$ cat src/rtl/alu_pkg.sv
`default_nettype none
// ============================================================================
//  Module      : alu_pkg
//  Description : Shared definitions for the ALU accumulator sequencer.
//                Provides ALU opcode encodings, the sequencer FSM state type
//                and the bit positions of the ALU error flags.
//  Revision    : 1.0 - initial release
// ============================================================================
package alu_pkg;

  // ALU opcode encodings
  localparam logic [3:0] OP_ADD    = 4'd0;
  localparam logic [3:0] OP_SUB    = 4'd1;
  localparam logic [3:0] OP_MUL    = 4'd2;
  localparam logic [3:0] OP_DIV    = 4'd3;
  localparam logic [3:0] OP_MOD    = 4'd4;
  localparam logic [3:0] OP_XOR    = 4'd5;
  localparam logic [3:0] OP_XNOR   = 4'd6;
  localparam logic [3:0] OP_OR     = 4'd7;
  localparam logic [3:0] OP_NOR    = 4'd8;
  localparam logic [3:0] OP_AND    = 4'd9;
  localparam logic [3:0] OP_NAND   = 4'd10;
  localparam logic [3:0] OP_NOT    = 4'd11;
  localparam logic [3:0] OP_ZERO0  = 4'd12;
  localparam logic [3:0] OP_ZERO1  = 4'd13;
  localparam logic [3:0] OP_PRESET = 4'd14;
  localparam logic [3:0] OP_CLR    = 4'd15;

  // Sequencer FSM states
  typedef enum logic [1:0] {
    IDLE = 2'd0,
    EXEC = 2'd1,
    WB   = 2'd2
  } state_t;

  // ALU error flag bit positions
  localparam int ERR_OVF  = 0;
  localparam int ERR_DIVZ = 1;

endpackage
`default_nettype wire

$ cat src/rtl/alu_acc_sequencer_if.sv
`default_nettype none
// ============================================================================
//  Module      : alu_acc_sequencer_if
//  Description : Command / response handshake bundle of the ALU accumulator
//                sequencer.
//                master : issues commands, consumes responses
//                slave  : the sequencer
//  Signals     : cmd_valid/cmd_ready/cmd_op/cmd_load/cmd_operand,
//                rsp_valid/rsp_ready/rsp_result/rsp_error
//  Revision    : 1.0 - initial release
// ============================================================================
interface alu_acc_sequencer_if #(
  parameter int DATA_W = 16,
  parameter int RES_W  = 32
);
  logic              cmd_valid;
  logic              cmd_ready;
  logic [3:0]        cmd_op;
  logic              cmd_load;
  logic [DATA_W-1:0] cmd_operand;
  logic              rsp_valid;
  logic              rsp_ready;
  logic [RES_W-1:0]  rsp_result;
  logic [1:0]        rsp_error;

  modport master (
    output cmd_valid, cmd_op, cmd_load, cmd_operand, rsp_ready,
    input  cmd_ready, rsp_valid, rsp_result, rsp_error
  );

  modport slave (
    input  cmd_valid, cmd_op, cmd_load, cmd_operand, rsp_ready,
    output cmd_ready, rsp_valid, rsp_result, rsp_error
  );
endinterface
`default_nettype wire

$ cat src/rtl/alu_acc_sequencer_fsm.sv
`default_nettype none
// ============================================================================
//  Module      : alu_acc_fsm
//  Description : Control FSM of the ALU accumulator sequencer.
//                IDLE -> EXEC on command handshake, EXEC -> WB always,
//                WB -> IDLE when the response is consumed.
//  Ports       : clk, reset          - clock, synchronous active-high reset
//                i_cmd_valid         - command present
//                i_rsp_ready         - response consumer ready
//                o_cmd_ready         - command may be accepted (IDLE only)
//                o_rsp_valid         - response present (WB only)
//                o_accept            - command handshake this cycle
//                o_exec              - ALU result is sampled this cycle
//  Revision    : 1.0 - initial release
// ============================================================================
module alu_acc_fsm
  import alu_pkg::*;
(
  input  logic clk,
  input  logic reset,
  input  logic i_cmd_valid,
  input  logic i_rsp_ready,
  output logic o_cmd_ready,
  output logic o_rsp_valid,
  output logic o_accept,
  output logic o_exec
);

  state_t r_state;
  state_t w_next;

  always_ff @(posedge clk) begin
    if (reset) r_state <= IDLE;
    else       r_state <= w_next;
  end

  always_comb begin
    w_next      = r_state;
    o_cmd_ready = 1'b0;
    o_rsp_valid = 1'b0;
    o_accept    = 1'b0;
    o_exec      = 1'b0;
    case (r_state)
      IDLE: begin
        o_cmd_ready = 1'b1;
        if (i_cmd_valid) begin
          o_accept = 1'b1;
          w_next   = EXEC;
        end
      end
      EXEC: begin
        o_exec = 1'b1;
        w_next = WB;
      end
      WB: begin
        // Response is held here; no new command overlaps it.
        o_rsp_valid = 1'b1;
        if (i_rsp_ready) w_next = IDLE;
      end
      default: w_next = IDLE;
    endcase
  end

endmodule
`default_nettype wire

$ cat src/rtl/alu_acc_sequencer.sv
`default_nettype none
// ============================================================================
//  Module      : alu_acc_sequencer
//  Description : Sequential wrapper around an external combinational 16-bit
//                ALU. Commands drive ALU operands A = acc[15:0], B = operand;
//                the ALU result is captured into a 32-bit accumulator and
//                returned with its error flags over a response handshake.
//  Ports       : clk, reset                 - clock, sync active-high reset
//                bus (slave modport)        - command / response handshake
//                alu_a, alu_b, alu_opcode   - registered ALU operands
//                alu_result, alu_error      - ALU outputs
//                acc                        - live accumulator
//                op_count                   - completed operations (wraps)
//  Config      : ALU_ACC_STICKY_ERR_EN - rsp_error accumulates all error
//                flags since reset or the last clear (opcode 15) op.
//  Revision    : 1.0 - initial release
// ============================================================================
module alu_acc_sequencer
  import alu_pkg::*;
#(
  parameter int DATA_W = 16,
  parameter int RES_W  = 32,
  parameter int CNT_W  = 16
) (
  input  logic                clk,
  input  logic                reset,
  alu_acc_sequencer_if.slave  bus,
  output logic [DATA_W-1:0]   alu_a,
  output logic [DATA_W-1:0]   alu_b,
  output logic [3:0]          alu_opcode,
  input  logic [RES_W-1:0]    alu_result,
  input  logic [1:0]          alu_error,
  output logic [RES_W-1:0]    acc,
  output logic [CNT_W-1:0]    op_count
);

  localparam logic [CNT_W-1:0] c_cnt_one = {{(CNT_W-1){1'b0}}, 1'b1};

  logic              w_cmd_ready;
  logic              w_rsp_valid;
  logic              w_accept;
  logic              w_exec;

  logic [DATA_W-1:0] r_alu_a;
  logic [DATA_W-1:0] r_alu_b;
  logic [3:0]        r_alu_op;
  logic              r_load;
  logic [RES_W-1:0]  r_acc;
  logic [RES_W-1:0]  r_rsp_result;
  logic [1:0]        r_rsp_error;
  logic [CNT_W-1:0]  r_op_count;

  logic [RES_W-1:0]  w_acc_next;
  logic [1:0]        w_op_err;
  logic [1:0]        w_err_next;

  alu_acc_fsm u_fsm (
    .clk         (clk),
    .reset       (reset),
    .i_cmd_valid (bus.cmd_valid),
    .i_rsp_ready (bus.rsp_ready),
    .o_cmd_ready (w_cmd_ready),
    .o_rsp_valid (w_rsp_valid),
    .o_accept    (w_accept),
    .o_exec      (w_exec)
  );

  // A load bypasses the ALU entirely; a divide-by-zero leaves acc untouched,
  // while an overflowing add/sub still commits the ALU result.
  always_comb begin
    w_op_err   = r_load ? 2'b00 : alu_error;
    w_acc_next = alu_result;
    if (r_load)
      w_acc_next = {{(RES_W-DATA_W){1'b0}}, r_alu_b};
    else if (alu_error[ERR_DIVZ])
      w_acc_next = r_acc;
  end

`ifdef ALU_ACC_STICKY_ERR_EN
  logic [1:0] r_sticky;
  logic [1:0] w_sticky_next;

  always_comb begin
    w_sticky_next = r_sticky | w_op_err;
    if (!r_load && (r_alu_op == OP_CLR))
      w_sticky_next = 2'b00;
  end

  always_ff @(posedge clk) begin
    if (reset)       r_sticky <= 2'b00;
    else if (w_exec) r_sticky <= w_sticky_next;
  end

  assign w_err_next = w_sticky_next;
`else
  assign w_err_next = w_op_err;
`endif

  always_ff @(posedge clk) begin
    if (reset) begin
      r_alu_a      <= '0;
      r_alu_b      <= '0;
      r_alu_op     <= 4'd0;
      r_load       <= 1'b0;
      r_acc        <= '0;
      r_rsp_result <= '0;
      r_rsp_error  <= 2'b00;
      r_op_count   <= '0;
    end else begin
      // Command fields are captured only on the handshake edge.
      if (w_accept) begin
        r_alu_a  <= r_acc[DATA_W-1:0];
        r_alu_b  <= bus.cmd_operand;
        r_alu_op <= bus.cmd_op;
        r_load   <= bus.cmd_load;
      end
      if (w_exec) begin
        r_acc        <= w_acc_next;
        r_rsp_result <= w_acc_next;
        r_rsp_error  <= w_err_next;
        r_op_count   <= r_op_count + c_cnt_one;
      end
    end
  end

  assign bus.cmd_ready  = w_cmd_ready;
  assign bus.rsp_valid  = w_rsp_valid;
  assign bus.rsp_result = r_rsp_result;
  assign bus.rsp_error  = r_rsp_error;
  assign alu_a          = r_alu_a;
  assign alu_b          = r_alu_b;
  assign alu_opcode     = r_alu_op;
  assign acc            = r_acc;
  assign op_count       = r_op_count;

endmodule
`default_nettype wire

$ cat src/flat_wrapper.sv
// flat-port wrapper written by rule: the top's interface ports become plain ports
module alu_acc_sequencer_flat import alu_pkg::*;
#(
  parameter int DATA_W = 16,
  parameter int RES_W  = 32,
  parameter int CNT_W  = 16
)
  (clk, reset, alu_a, alu_b, alu_opcode, alu_result, alu_error, acc, op_count, bus_cmd_valid, bus_cmd_op, bus_cmd_load, bus_cmd_operand, bus_rsp_ready, bus_cmd_ready, bus_rsp_valid, bus_rsp_result, bus_rsp_error);
  alu_acc_sequencer_if #(.DATA_W(DATA_W), .RES_W(RES_W)) bus_i ();
  input  logic clk;
  input  logic reset;
  output logic [DATA_W-1:0] alu_a;
  output logic [DATA_W-1:0] alu_b;
  output logic [3:0] alu_opcode;
  input  logic [RES_W-1:0] alu_result;
  input  logic [1:0] alu_error;
  output logic [RES_W-1:0] acc;
  output logic [CNT_W-1:0] op_count;
  input wire logic [$bits(bus_i.cmd_valid)-1:0] bus_cmd_valid;
  input wire logic [$bits(bus_i.cmd_op)-1:0] bus_cmd_op;
  input wire logic [$bits(bus_i.cmd_load)-1:0] bus_cmd_load;
  input wire logic [$bits(bus_i.cmd_operand)-1:0] bus_cmd_operand;
  input wire logic [$bits(bus_i.rsp_ready)-1:0] bus_rsp_ready;
  output wire logic [$bits(bus_i.cmd_ready)-1:0] bus_cmd_ready;
  output wire logic [$bits(bus_i.rsp_valid)-1:0] bus_rsp_valid;
  output wire logic [$bits(bus_i.rsp_result)-1:0] bus_rsp_result;
  output wire logic [$bits(bus_i.rsp_error)-1:0] bus_rsp_error;
  assign bus_i.cmd_valid = bus_cmd_valid;
  assign bus_i.cmd_op = bus_cmd_op;
  assign bus_i.cmd_load = bus_cmd_load;
  assign bus_i.cmd_operand = bus_cmd_operand;
  assign bus_i.rsp_ready = bus_rsp_ready;
  assign bus_cmd_ready = bus_i.cmd_ready;
  assign bus_rsp_valid = bus_i.rsp_valid;
  assign bus_rsp_result = bus_i.rsp_result;
  assign bus_rsp_error = bus_i.rsp_error;
  alu_acc_sequencer #(.DATA_W(DATA_W), .RES_W(RES_W), .CNT_W(CNT_W)) u_core (.clk(clk), .reset(reset), .bus(bus_i), .alu_a(alu_a), .alu_b(alu_b), .alu_opcode(alu_opcode), .alu_result(alu_result), .alu_error(alu_error), .acc(acc), .op_count(op_count));
endmodule
$ cat config.mk
export PLATFORM = sky130hd
export DESIGN_NAME = alu_acc_sequencer_flat
export DESIGN_NICKNAME = d
export VERILOG_FILES = /design/src/rtl/alu_pkg.sv /design/src/rtl/alu_acc_sequencer_if.sv /design/src/rtl/alu_acc_sequencer_fsm.sv /design/src/rtl/alu_acc_sequencer.sv /design/src/flat_wrapper.sv
export SDC_FILE = /design/constraint.sdc
export NUM_CORES = 1
export LEC_CHECK = 0
export ABC_AREA = 0
export CAP_MARGIN = 20
export CORE_MARGIN = 3
export CORE_UTILIZATION = 31
export CTS_CLUSTER_DIAMETER = 200
export CTS_CLUSTER_SIZE = 24
export DETAILED_ROUTE_END_ITERATION = 8
export PLACE_DENSITY = 0.66
export SLEW_MARGIN = 20
export SYNTH_ARGS = -nofsm -noshare
export SYNTH_HDL_FRONTEND = slang
export SYNTH_HIERARCHICAL = 1
export SYNTH_SLANG_ARGS = --single-unit
$ cat constraint.sdc
create_clock -name clk -period 2.35 [get_ports clk]
set_clock_uncertainty 0.05 [all_clocks]
set_input_delay 0.47 -clock clk [delete_from_list [all_inputs] [get_ports clk]]
set_output_delay 0.47 -clock clk [all_outputs]
set_load 0.1 [all_outputs]
==> results.toml, run 1 <==
[run_status]
status = "finished clean"

[floorplan]
dieArea_sq_um = 13030
die_w_um = 114.2
die_h_um = 114.2
rows = 38
core-area_sq_um = 11130
initial_core_util_pct = 32.60
ios = 179

[hold_path]
hold_start = "u_core/bus.rsp_error[1]"
min_path_type = "register to register"

[route]
vias = 2991
ant_nets = 0
drt_iter0_markers = 110
drt_pre_antenna_iters = 4
drt_drc_violations_left = 0
finalWirelength_mm = 10.01
wl_per_cell_um = 15.60
via_per_inst = 4.659

[yosys]
synthCells = 355
synthArstFlopShare_pct = 0
synth_area_sq_um = 3627
synth-edff-count = 0
synth_fp_nets = 415
synth.ff_latch_count = 89
synth_cell_types = 40
syn-mean-instance-area_sq_um = 10.22
ys_seq_area_share_pct = 49.12
yosysWarningCount = 6
synth_flop_cell = "dfxtp_1"

[worst_setup_path]
crit_path_top_delay_cell = "or4_1"
path_cells = "nor2b_4 > and4_4 > nand4_4 > or4_1 > a21oi_1"
worstSetupStartpointType = "register"
worstSetupPathType = "register to register"
cp.required_ns = 2.57
cp_num_buf_inv = 0
path_delay_family = "simple AND/OR/NAND/NOR gates"
crit_arrival_ns = 2.13
r2r_start = "u_core/u_fsm/r_state[0]"
cp_max_fo = 8
end_kind = "register"
slowest_delay_ns = 0.50
startpoint = "u_core/u_fsm/r_state[0]"

[clock_network]
tritoncts = "built"
cts.clk_slew.worst_paths_ns = 0.06
insertion_delay_ns = 0.34
cts_repair_resize_count = 0
h-tree-depth = 3
clk_path_buf_depth = 2
holdBufCountCts = 0
clock-sinks = 89
cts_buffers = 9
post_cts.repair.setup_buffers = 0
root_buffer = "clkbuf_16"

[sta]
worst_pin_slew_ns = 0.7338
fin_setup_tns_ns = 0
maxSlewViolCount = 0
post-route-min-period_ns = 1.915
final.period_utilization_pct = 81.48
slew_headroom_pct = 51.03
setup_violations = 0
hold_viol_final = 0
rsz0062_at_grt = "no"
max_freq_ghz = 0.5223
hold_slack_ns = 0.4068

[final_layout]
antenna_cells = 0
mostFrequentLayoutCells = "buf_4 (126), dfxtp_1 (89), nor2_1 (66)"
drive_gt1_share_pct = 31.08
final_util_pct = 47.57
areaGrowthSynthToFinish_pct = 45.91
multi_input_area_sq_um = 1505
final_common_cell = "buf_4"
seq_area_sq_um = 1782
fill_cells = 1055
final_cells = 642
nNetsFinal = 558

[grt]
grt_usage_pct = 15.26
use_met3_pct = 4.440
first_global_vias = 2954
gr-total-overflow = 0
grt_start_max_net_pins = 44
grt_pass1_wl_mm = 15.70
use_met1_pct = 18.54
use_met2_pct = 25.29
antenna_found_initial = 0
grt.busiest_layer = "met2"

[power]
leakagePower_uw = 0.002319
vdd_drop_max_uv = 357.8
powerDensity_nw_per_um2 = 770.0

[placement]
dp_hpwl_mm = 7.353
dpl.cell_count = 627
portBuffers = 178
place.gp.congestion = 0.7823

[flow_run]
cap_violations = 0
[cells in the mapped netlist (2+ instances only)]
cell      number  share of area [%]
buf_1          4               0.41
dfxtp_1       89                 49
mux2i_1       54                 15
a211oi_1      16                3.3
buf_4         33                6.8
or3_1          2               0.34
a21oi_1        6               0.83
a22o_1        16                3.9
nor2b_4        2               0.76
nand4_1        4               0.69
o21ai_0        3               0.41
nand2_1        3               0.31
xor2_1         8                1.9
nor2_1        67                6.9
o31ai_1        2               0.41
or4_1          2               0.41
nand3_1        7               0.97
inv_1          2               0.21
buf_2          9                1.2
clkbuf_1       6               0.62
[power breakdown]
| part | internal [uW] | leakage [uW] | switching [uW] |
|---|---|---|---|
| Sequential | 1570 | 0.000724 | 59.1 |
| Combinational | 291 | 0.00145 | 804 |
| Clock | 791 | 0.000144 | 558 |
[final cells by class]
| cell class | count | area share, % |
|---|---|---|
| clock buffer | 12 | 5.035 |
| clock inverter | 3 | 0.2837 |
| inverter | 2 | 0.1418 |
| multi-input combinational | 211 | 28.44 |
| sequential | 89 | 33.66 |
| tap | 140 | 3.310 |
| timing repair buffer | 185 | 29.13 |
[per-layer routing]
| metal | up-vias | part of all wire (%) | wire length [um] |
|---|---|---|---|
| li1 | 1486 | - | - |
| met1 | 1408 | 42 | 4159 |
| met2 | 85 | 51 | 5113 |
| met3 | 12 | 5.6 | 561 |
| met4 | 0 | 1.8 | 180 |
| met5 | - | 0 | 0 |
[cells by family (layout without fill, tap and decap cells)]
| kind of cell | Yosys count | after routing | synth area share [%] |
|---|---|---|---|
| compound gates | 46 | 46 | 9.624 |
| xor+xnor | 9 | 9 | 2.173 |
| fa+ha+maj | 1 | 1 | 0.3449 |
| buf+inv | 55 | 202 | 9.624 |
| flops | 89 | 89 | 49.12 |
| mux | 55 | 55 | 15.21 |
| simple gates | 100 | 100 | 13.90 |
[registers in the layout, indices dropped and copies added (netlist names)]
signal                 flops
u_core/alu_opcode          4
u_core/u_fsm/r_state       2
u_core/r_load              1
u_core/alu_a              16
u_core/bus.rsp_error       2
u_core/alu_b              16
u_core/bus.rsp_result     32
u_core/op_count           16
[metrics by stage]
stage | worst slack [ns] | total power (uW) | instance area (sq um)
final | 0.4352 | 4075 | 5293
after floorplan | 0.04837 | 2504 | 3627
after detailed placement | 0.05928 | 2767 | 5009
after global routing | 0.3645 | 4244 | 5293
after global placement | 0.1384 | 2759 | 5009
after CTS | 0.4094 | 4141 | 5290
[final timing paths]
check,endpoint,slack (ns),cells after the start
max reg2reg,u_core/op_count[15],0.44,5
min reg2reg,u_core/bus.rsp_error[1],0.41,1
max,u_core/op_count[15],0.44,5
min,u_core/bus.rsp_error[1],0.41,1
Note: power is estimated with default switching activity, not from simulation.
==> inputs of run 2 (changes only) <==
- PLACE_DENSITY: 0.66 -> 0.69
- clock period: 2.35 -> 1.6 ns (I/O delays scaled with it)
==> results.toml, run 2 (same netlist as run 1, synthesis figures left out) <==
[floorplan]
die_h_um = 114.2
die_w_um = 114.2
ios = 179
dieArea_sq_um = 13030
initial_core_util_pct = 32.60
core-area_sq_um = 11130
rows = 38

[worst_setup_path]
end_kind = "register"
cp_num_buf_inv = 0
cp_max_fo = 6
cp.required_ns = 1.81
crit_path_top_delay_cell = "or4_1"
slowest_delay_ns = 0.52
path_delay_family = "simple AND/OR/NAND/NOR gates"
path_cells = "and2_1 > nand3_1 > or4_1 > a21oi_2"
worstSetupStartpointType = "register"
crit_arrival_ns = 1.79
worstSetupPathType = "register to register"

[clock_network]
root_buffer = "clkbuf_16"
insertion_delay_ns = 0.32
cts_buffers = 9
cts.clk_slew.worst_paths_ns = 0.07
tritoncts = "built"
h-tree-depth = 3
clock-sinks = 89
clk_path_buf_depth = 2

[placement]
place.gp.congestion = 0.7607
dpl.cell_count = 636
portBuffers = 178
dp_hpwl_mm = 8.356

[route]
drt_pre_antenna_iters = 4
drt_iter0_markers = 133
vias = 3190
ant_nets = 0
drt_drc_violations_left = 0
finalWirelength_mm = 11.70
wl_per_cell_um = 17.75
via_per_inst = 4.841

[final_layout]
final_cells = 659
seq_area_sq_um = 1864
mostFrequentLayoutCells = "buf_12 (123), nor2_1 (66), clkdlybuf4s50_1 (57)"
multi_input_area_sq_um = 1530
areaGrowthSynthToFinish_pct = 96.65
antenna_cells = 0
largest_reg_flops = 32
final_common_cell = "buf_12"
drive_gt1_share_pct = 43.16
fill_cells = 867
nNetsFinal = 574

[grt]
gr-total-overflow = 0
first_global_vias = 3232
grt_usage_pct = 17.16
antenna_found_initial = 0
grt_pass1_wl_mm = 17.67
grt_start_max_net_pins = 62

[sta]
post-route-min-period_ns = 1.572
hold_slack_ns = 0.4260
hold_viol_final = 0
slew_headroom_pct = 80.76
setup_violations = 0
maxSlewViolCount = 0
final.period_utilization_pct = 98.23
worst_pin_slew_ns = 0.2861
fin_setup_tns_ns = 0
max_freq_ghz = 0.6362

[flow_run]
cap_violations = 0

[power]
powerDensity_nw_per_um2 = 933.0
vdd_drop_max_uv = 588.0
leakagePower_uw = 0.002815
power_uw = 6655

[run_status]
status = "finished clean"

[hold_path]
min_path_type = "primary input to register"
## run 2: changes by cell type in the layout (fill, tap and decap cells not counted), sizes merged
cell	previous run	this run
clkinvlp	0	1
bufinv	0	1
clkbuf	12	13
clkinv	3	1
inv	2	4
buf	128	142
## run 2: area by class of cell
type	instances	share of cell area (%)
Tap cell	140	2.456
Sequential cell	89	26.14
Inverter	2	0.1052
Clock inverter	5	0.8420
Multi-Input combinational cell	211	21.45
Clock buffer	11	3.561
Timing Repair Buffer	201	45.45
## run 2: repair_timing
action / CTS / global route
cloned: 0 / 3
pin swaps: 1 / 2
endpoints found under the setup margin: 2 / 35
gates resized for setup: 1 / 11
buffers inserted: 0 / 4
hold buffers: 0 / 0
## run 2: final timing paths
path,startpoint,to,slack (ns),cells past startpoint
worst min register to register,u_core/op_count[13],u_core/op_count[13],0.47,2
worst min-delay path,reset,u_core/alu_a[4],0.43,3
worst max-delay path,u_core/op_count[0],u_core/op_count[15],0.03,4
worst max register to register,u_core/op_count[0],u_core/op_count[15],0.03,4
## run 2: tightest hold or removal path, cell delays in order
cell,delay [ns]
buf_2,0.13
buf_12,0.19
nor2_1,0.12
## run 2: power by group
part / total (uW) / internal [uW] / switching (uW)
combinational: 2010 / 785 / 1220
clock: 2190 / 1320 / 877
sequential: 2450 / 2300 / 150
## run 2: through the flow
stage / utilization, % / worst slack (ns) / area, sq um
2_1_floorplan: - / -0.1961 / 3711
3_3_place_gp: 60.21 / -0.1669 / 6699
3_5_place_dp: 60.21 / -0.2442 / 6699
4_1_cts: 63.05 / 0.008717 / 7014
5_1_grt: 64.11 / -0.04581 / 7133
6_report: 64.11 / 0.02826 / 7133
## run 2: layer usage
layer,vias up,part of all wire [%],GRT usage [%],wire [um]
met5,-,0,0,0
met4,0,2.4,6.413,276
met3,19,6.4,4.017,749
met2,112,53,28.96,6156
met1,1540,39,21.28,4512
li1,1519,-,-,-
==> inputs of run 3 (changes only) <==
- CTS_CLUSTER_DIAMETER: 200 -> default
==> results of run 3 <==
No change in the layout: final DEF, timing and power equal those of run 2.
